--- src/rtl/class_hvec_search.sv ---
// Class-hypervector search: buffers one query hypervector, sweeps every class ROM
// address and returns the class with the highest Hamming similarity.
module class_hvec_search #(
    parameter int DI_PARALLEL_W_BITS = 64,
    parameter int N_CLASSES          = 8,
    parameter int N_FRAMES           = 3,
    parameter int CID_W              = $clog2(N_CLASSES),
    parameter int FIX_W              = $clog2(N_FRAMES),
    parameter int SCORE_W            = $clog2(N_FRAMES*DI_PARALLEL_W_BITS+1)
) (
    input  logic                          clk,
    input  logic                          rst_n,
    input  logic                          q_valid,
    output logic                          q_ready,
    input  logic [DI_PARALLEL_W_BITS-1:0] q_frame,
    output logic [CID_W-1:0]              frame_id,
    output logic [FIX_W-1:0]              frame_index,
    input  logic [DI_PARALLEL_W_BITS-1:0] class_vec_in,
    output logic                          res_valid,
    input  logic                          res_ready,
    output logic [CID_W-1:0]              res_class,
    output logic [SCORE_W-1:0]            res_score,
    output logic                          busy
);

    typedef enum logic [1:0] {LOAD, SCAN, DONE} state_t;

    localparam logic [FIX_W-1:0] LAST_FIX = FIX_W'(N_FRAMES-1);
    localparam logic [CID_W-1:0] LAST_CID = CID_W'(N_CLASSES-1);

    state_t state, state_nxt;

    logic [DI_PARALLEL_W_BITS-1:0] qbuf [N_FRAMES];
    logic [DI_PARALLEL_W_BITS-1:0] match_vec;
    logic [FIX_W-1:0]              load_idx;
    logic [SCORE_W-1:0]            acc, best_score, sim, total, cand_score;
    logic [CID_W-1:0]              best_class, cand_class;
    logic                          q_accept, last_frame, last_class, take;

    // Similarity of the current address: popcount of matching bits.
    always_comb begin
        match_vec = ~(class_vec_in ^ qbuf[frame_index]);
        sim = '0;
        for (int i = 0; i < DI_PARALLEL_W_BITS; i++) begin
            sim = sim + SCORE_W'(match_vec[i]);
        end
    end

    assign total      = acc + sim;
    assign last_frame = (frame_index == LAST_FIX);
    assign last_class = (frame_id == LAST_CID);
    // Strict compare keeps the lowest index on ties; class 0 always seeds the best.
    assign take       = (total > best_score) || (frame_id == '0);
    assign cand_score = take ? total : best_score;
    assign cand_class = take ? frame_id : best_class;
    assign q_accept   = q_valid && q_ready;

    always_ff @(posedge clk or negedge rst_n) begin
        if (!rst_n) begin
            state <= LOAD;
        end else begin
            state <= state_nxt;
        end
    end

    always_comb begin
        state_nxt = state;
        q_ready   = 1'b0;
        res_valid = 1'b0;
        busy      = 1'b0;
        case (state)
            LOAD: begin
                q_ready = 1'b1;
                if (q_valid && load_idx == LAST_FIX) begin
                    state_nxt = SCAN;
                end
            end
            SCAN: begin
                busy = 1'b1;
                if (last_frame && last_class) begin
                    state_nxt = DONE;
                end
            end
            DONE: begin
                busy      = 1'b1;
                res_valid = 1'b1;
                if (res_ready) begin
                    state_nxt = LOAD;
                end
            end
            default: state_nxt = LOAD;
        endcase
    end

    // The query buffer is deliberately left out of reset.
    always_ff @(posedge clk) begin
        if (q_accept) begin
            qbuf[load_idx] <= q_frame;
        end
    end

    always_ff @(posedge clk or negedge rst_n) begin
        if (!rst_n) begin
            load_idx    <= '0;
            frame_id    <= '0;
            frame_index <= '0;
            acc         <= '0;
            best_score  <= '0;
            best_class  <= '0;
            res_class   <= '0;
            res_score   <= '0;
        end else begin
            case (state)
                LOAD: begin
                    if (q_accept) begin
                        if (load_idx == LAST_FIX) begin
                            load_idx    <= '0;
                            frame_id    <= '0;
                            frame_index <= '0;
                            acc         <= '0;
                            best_score  <= '0;
                            best_class  <= '0;
                        end else begin
                            load_idx <= load_idx + 1'b1;
                        end
                    end
                end
                SCAN: begin
                    if (!last_frame) begin
                        acc         <= total;
                        frame_index <= frame_index + 1'b1;
                    end else begin
                        acc         <= '0;
                        frame_index <= '0;
                        best_score  <= cand_score;
                        best_class  <= cand_class;
                        if (!last_class) begin
                            frame_id <= frame_id + 1'b1;
                        end else begin
                            frame_id  <= '0;
                            res_class <= cand_class;
                            res_score <= cand_score;
                        end
                    end
                end
                DONE: begin
                    frame_id    <= '0;
                    frame_index <= '0;
                end
                default: begin
                    frame_id    <= '0;
                    frame_index <= '0;
                end
            endcase
        end
    end

endmodule

--- config.mk ---
export PLATFORM = sky130hd
export DESIGN_NAME = class_hvec_search
export DESIGN_NICKNAME = d
export VERILOG_FILES = /design/src/rtl/class_hvec_search.sv
export SDC_FILE = /design/constraint.sdc
export NUM_CORES = 1
export LEC_CHECK = 0
export CAP_MARGIN = 10
export CELL_PAD_IN_SITES_DETAIL_PLACEMENT = 2
export CELL_PAD_IN_SITES_GLOBAL_PLACEMENT = 2
export CORE_MARGIN = 3
export CORE_UTILIZATION = 45
export CTS_CLUSTER_DIAMETER = 50
export CTS_CLUSTER_SIZE = 25
export DETAILED_ROUTE_END_ITERATION = 10
export DONT_BUFFER_PORTS = 1
export PLACE_DENSITY_LB_ADDON = 0.1
export SETUP_SLACK_MARGIN = 0.1
export SYNTH_ARGS = -nofsm -noshare
export SYNTH_HDL_FRONTEND = slang
export SYNTH_SLANG_ARGS = --single-unit
--- constraint.sdc ---
create_clock -name clk -period 12.8 [get_ports clk]
set_clock_uncertainty 0.15 [all_clocks]
set_input_delay 1.28 -clock clk [delete_from_list [all_inputs] [get_ports clk]]
set_output_delay 1.28 -clock clk [all_outputs]
set_load 0.03 [all_outputs]
==> results.yml, run 1 <==
die:
  initial_core_util: 0.4621
  io_pins: 151
  core.rowCount: 57
  fp.dieH_um: 165.0
  core_region_area_um2: 24600
  dieArea_um2: 27210
  dieWidth_um: 165.0
routing:
  vias: 6442
  wl_met1_mm: 10.62
  firstDrtPassIters: 4
  drtAntennaViolNets: 0
  wl_per_cell_um: 24.52
  drtIter0Drc: 325
  route.detailed.drc: 0
  met3_wirelength_mm: 1.682
  highest_layer: "met4"
  met2WireLength_mm: 15.82
  post_drt_via_cell_ratio: 5.464
  drt_wl_total_mm: 28.91
synth:
  async_flop_share: 0.1688
  synth_area_um2: 11370
  synth_flop_cell: "edfxtp_1"
  ys.warnings.count: 0
  yosysSeqAreaShare: 0.5929
  syn_inst: 821
  ys_ff_latch: 231
  syn_area_per_cell_um2: 13.85
  synth_enable_flop_cells: 192
  synth_nets: 1047
  synth.distinct_cells: 45
final_layout:
  final_cell_mix: "edfxtp_1, nand2_1, o21ai_0, inv_1, mux2i_1"
  fill_cells: 2264
  nNetsFinal: 1057
  n_antenna_cell: 0
  drive_gt1_frac: 0.07368
  final_common_cell: "edfxtp_1"
  area_growth_pct: 11.79
cts:
  htree_levels: 1
  root_buffer: "clkbuf_16"
  cts_setup_buffers: 0
  path_clk_slew_ps: 60
  cts.sinks: 231
  numCtsBuffers: 30
  clockBufferDepth: 3
  postCtsHoldBufs: 0
  cts_tree: "yes"
  post_cts_resize_count: 0
  clock_latency_ps: 560
sta:
  setup_viol: 0
  fin_ws_ps: 2370
  finalHoldViolations: 0
  rsz0062_at_grt: "no"
  final_max_slew_viol_count: 0
  fmax_mhz: 95.88
  period_share: 0.8148
  finalSetupTns_ps: 0
  tightestPinTransition_ps: 1042
  fin_crit_ps: 10430
  slew_headroom: 0.3055
placement:
  place_congestion: 0.8174
  io_buffers: 0
  dp_slack_ps: 2261
  hpwlAfterDp_mm: 19.89
setup_path:
  end_kind: "flop"
  slowest_delay_ps: 930
  worst-r2r-cell-count: 28
  worstPathMaxFanout: 37
  timing.rr.end: "best_class[0]"
  arrival_ps: 10700
  cp_data_required_time_ps: 13070
  r2r_start: "frame_index[0]"
  startpoint_type: "flop"
  r2r_slack_ps: 2370
  crit_top_cell: "fa_1"
  critPathKind: "reg2reg"
  cp_slowest_cell: "dfrtp_4"
grt:
  grt_pass1_vias: 7701
  antenna_found_initial: 0
  grt-ovfl-total: 0
  grt_usage: 0.2185
  grt_max_degree: 76
  grt_pass1_wl_mm: 44.62
hold_path:
  hold_path_class: "in2async"
status:
  status: "finished, final reports clean"
job:
  cap_violations: 0
-- synth_stat cells, types with 2 or more instances --
master,number,area [µm²]
nand2_1,89,334.1
clkbuf_1,19,71.32
dfrtp_1,39,975.9
inv_1,70,262.8
and2_1,2,12.51
a22o_1,21,183.9
edfxtp_1,192,5766
nor4_1,2,12.51
mux2i_1,69,690.7
o21ai_0,76,380.4
nand3_1,5,25.02
fa_1,56,1121
nor3_1,4,20.02
ha_1,38,475.5
xnor2_1,34,297.8
a31oi_1,4,25.02
buf_2,7,35.03
a21oi_1,9,45.04
a21o_1,3,22.52
nand4_1,2,12.51
o211ai_1,2,15.01
nor2b_1,5,31.28
xor2_1,36,315.3
nor2_1,15,56.30
and3_1,2,12.51
-- how the worst max path moves through the flow --
stage | startpoint | end | slack, ps | cells after the start
global route | frame_index[0] | res_score[7] | 1680 | 29
global placement | frame_index[0] | best_score[5] | 2710 | 28
floorplan | frame_index[0] | best_class[0] | 3730 | 32
finish | frame_index[0] | best_class[0] | 2370 | 28
CTS | frame_index[0] | best_class[0] | 2230 | 29
detailed placement | frame_index[0] | best_class[0] | 2260 | 29
-- final cells by class --
class / instances / area (µm²) / area share
multi-input combinational: 493 / 4265 / 0.3356
timing repair buffer: 5 / 37.54 / 0.002953
tap: 324 / 405.4 / 0.03190
clock buffer: 39 / 837.1 / 0.06586
inverter: 70 / 262.8 / 0.02067
clock inverter: 17 / 152.6 / 0.01201
sequential: 231 / 6749 / 0.5310
-- through the flow --
stage	cell area, µm²	hold WS [ps]	cells	util
after floorplan	11370	315.9	821	-
after global placement	11720	339.2	1123	0.4763
after detailed placement	11720	352.7	1123	0.4763
after CTS	12710	258.5	1179	0.5166
after global routing	12710	255.5	1179	0.5166
final	12710	286.5	1179	0.5166
-- routing by layer --
metal,up-vias,GRT usage
met4,0,0.05909
li1,2918,-
met3,51,0.05217
met2,142,0.4092
met1,3331,0.2482
met5,-,0
-- worst max-delay path, delay by kind of cell, from the launching register on --
family | cells | cell delay, ps
xor gates and xnor gates | 1 | 270
adders and majority gates | 11 | 5150
buffers and inverters | 5 | 940
and+or+nand+nor | 4 | 910
DFF | 1 | 930
muxes | 1 | 170
AOI/OAI and AO/OA | 6 | 1780
-- logic make-up after synthesis --
family	Yosys count	synth area share
AO/OA/AOI/OAI	128	0.06922
adder cells (fa/ha/maj)	94	0.1404
XOR/XNOR	70	0.05392
AND/OR/NAND/NOR	132	0.04930
flip-flops	231	0.5929
buffers and inverters	97	0.03345
multiplexers	69	0.06075
-- sequential cells by signal (all words and copies together), names as in the netlist --
signal	count
acc	8
best_class	3
best_score	8
frame_id	3
frame_index	2
load_idx	2
qbuf	192
res_class	3
res_score	8
state	2
Power of run 1 is left out: the tool's default activity adds up to more than one toggle a clock period on the data nets, which glitch-free logic cannot reach.
==> inputs of run 2 (changes only) <==
--- a/config.mk
+++ b/config.mk
@@ -9,7 +9,7 @@
 export CELL_PAD_IN_SITES_DETAIL_PLACEMENT = 2
 export CELL_PAD_IN_SITES_GLOBAL_PLACEMENT = 2
 export CORE_MARGIN = 3
-export CORE_UTILIZATION = 45
+export CORE_UTILIZATION = 40
 export CTS_CLUSTER_DIAMETER = 50
 export CTS_CLUSTER_SIZE = 25
 export DETAILED_ROUTE_END_ITERATION = 10
==> constraint.sdc (replaced) <==
create_clock -name clk -period 9 [get_ports clk]
set_clock_uncertainty 0.15 [all_clocks]
set_input_delay 0.9 -clock clk [delete_from_list [all_inputs] [get_ports clk]]
set_output_delay 0.9 -clock clk [all_outputs]
set_load 0.03 [all_outputs]
==> run 2 against run 1 <==
  * Final area up 5.3%
  * Hold slack worse by 250 ps
  * Die area up 12%
  * Count of clock-buffer cells in the layout down 9
  * Global-route usage down 2.5 points
  * Critical path type unchanged
==> results.yml, run 2 (synthesized netlist as in run 1, its figures left out) <==
cts:
  clock_latency_ps: 560
  clockBufferDepth: 3
  htree_levels: 1
  numCtsBuffers: 29
  cts.sinks: 231
  path_clk_slew_ps: 70
  root_buffer: "clkbuf_16"
  cts_tree: "yes"
die:
  io_pins: 151
  dieArea_um2: 30480
  core_region_area_um2: 27930
  core.rowCount: 61
  dieWidth_um: 174.6
  fp.dieH_um: 174.6
  initial_core_util: 0.4070
sta:
  fmax_mhz: 112.4
  setup_viol: 0
  final_max_slew_viol_count: 0
  rsz0062_at_grt: "yes"
  slew_headroom: 0.2919
  fin_crit_ps: 8898
  whs_ps: 33.19
  finalHoldViolations: 0
  period_share: 0.9887
  tightestPinTransition_ps: 1062
job:
  cap_violations: 0
grt:
  grt_max_degree: 66
  met1_usage: 0.2184
  grt_pass1_wl_mm: 45.44
  grt_usage: 0.1934
  global_route.peak_usage_layer: "met2"
  grt_pass1_vias: 7652
  grt-ovfl-total: 0
  met2_usage: 0.3626
  antenna_found_initial: 0
  use_met3: 0.04976
setup_path:
  slowest_delay_ps: 540
  arrival_ps: 9160
  end_kind: "flop"
  cp_data_required_time_ps: 9270
  crit_top_cell: "fa_1"
  startpoint_type: "flop"
  critPathKind: "reg2reg"
  cp_slowest_cell: "fa_1"
  worstPathMaxFanout: 7
  r2r_start: "frame_index[0]"
  crit_start: "frame_index[0]"
  r2r_slack_ps: 100
routing:
  vias: 6495
  post_drt_via_cell_ratio: 5.114
  firstDrtPassIters: 4
  route.detailed.drc: 0
  wl_per_cell_um: 23.25
  drtAntennaViolNets: 0
  drtIter0Drc: 321
  drt_wl_total_mm: 29.53
final_layout:
  regMostFlops: "qbuf"
  stdcell_count: 1270
  final_common_cell: "edfxtp_1"
  area_growth_pct: 17.71
  n_antenna_cell: 0
  largest_reg_flops: 192
  fill_cells: 2662
  final_cell_mix: "edfxtp_1, nand2_1, mux2i_1, inv_1, o21ai_0"
  drive_gt1_frac: 0.1491
  nNetsFinal: 1095
placement:
  place_congestion: 0.7860
  hpwlAfterDp_mm: 20.47
  io_buffers: 0
  dp.cells: 1199
status:
  status: "finished, final reports clean"
hold_path:
  hold_path_class: "in2async"
run 2: cell types whose count changed in the layout (fill, tap and decap cells not counted), sizes merged, moves of 2 or more:
cell / previous run / this run
buf: 5 / 43
inv: 77 / 82
clkbuf: 39 / 30
bufinv: 0 / 2
run 2: metrics by stage:
step | instance area, µm² | util | TNS, ps | setup WS, ps
2_1_floorplan | 11380 | - | 0 | 143.0
3_3_place_gp | 12000 | 0.4297 | 0 | 83.40
3_5_place_dp | 12000 | 0.4297 | -2569 | -210.6
4_1_cts | 13240 | 0.4741 | 0 | 97.37
5_1_grt | 13380 | 0.4791 | -3490 | -206.0
6_report | 13380 | 0.4791 | 0 | 102.0
run 2: worst paths after layout:
kind,end,cells past startpoint
max,res_score[2],31
min,state[0],1
max reg2reg,res_score[2],31
min reg2reg,best_class[0],1
max in group asynchronous,frame_index[1],1
min in group clk,qbuf[0][24],0
run 2: timing repair:
| item | 4_1_cts | 5_1_grt |
|---|---|---|
| pin swaps | 32 | 30 |
| hold buffers | 1 | 0 |
| endpoints found under the setup margin | 22 | 22 |
| gates resized for setup | 30 | 36 |
| cloned | 1 | 0 |
| hold endpoints to repair | 39 | 0 |
| buffers inserted | 10 | 5 |
run 2: critical path, delay by kind of cell (launching register included):
kind                       cells  cell delay [ps]
AOI/OAI and AO/OA              5              880
buffers and inverters          7              630
muxes                          2              310
adders and majority gates     11             4930
and+or+nand+nor                5              980
DFF                            1              520
xor gates and xnor gates       1              340
run 2: layer usage:
layer / wire, µm / part of all wire
met1: 11240 / 0.38
met4: 664 / 0.022
met2: 15970 / 0.54
met3: 1650 / 0.056
met5: 0 / 0
run 2: layout make-up:
| type | instances | area (µm²) | share of cell area |
|---|---|---|---|
| repair buffers | 44 | 494.2 | 0.03693 |
| clock inverters | 24 | 284.0 | 0.02122 |
| multi-input cells | 493 | 4390 | 0.3281 |
| clock buffers | 30 | 729.5 | 0.05451 |
| flip-flops and latches | 231 | 6749 | 0.5043 |
| inverters | 70 | 262.8 | 0.01963 |
| well taps | 378 | 473.0 | 0.03534 |
Power of run 2 is left out for the same reason.
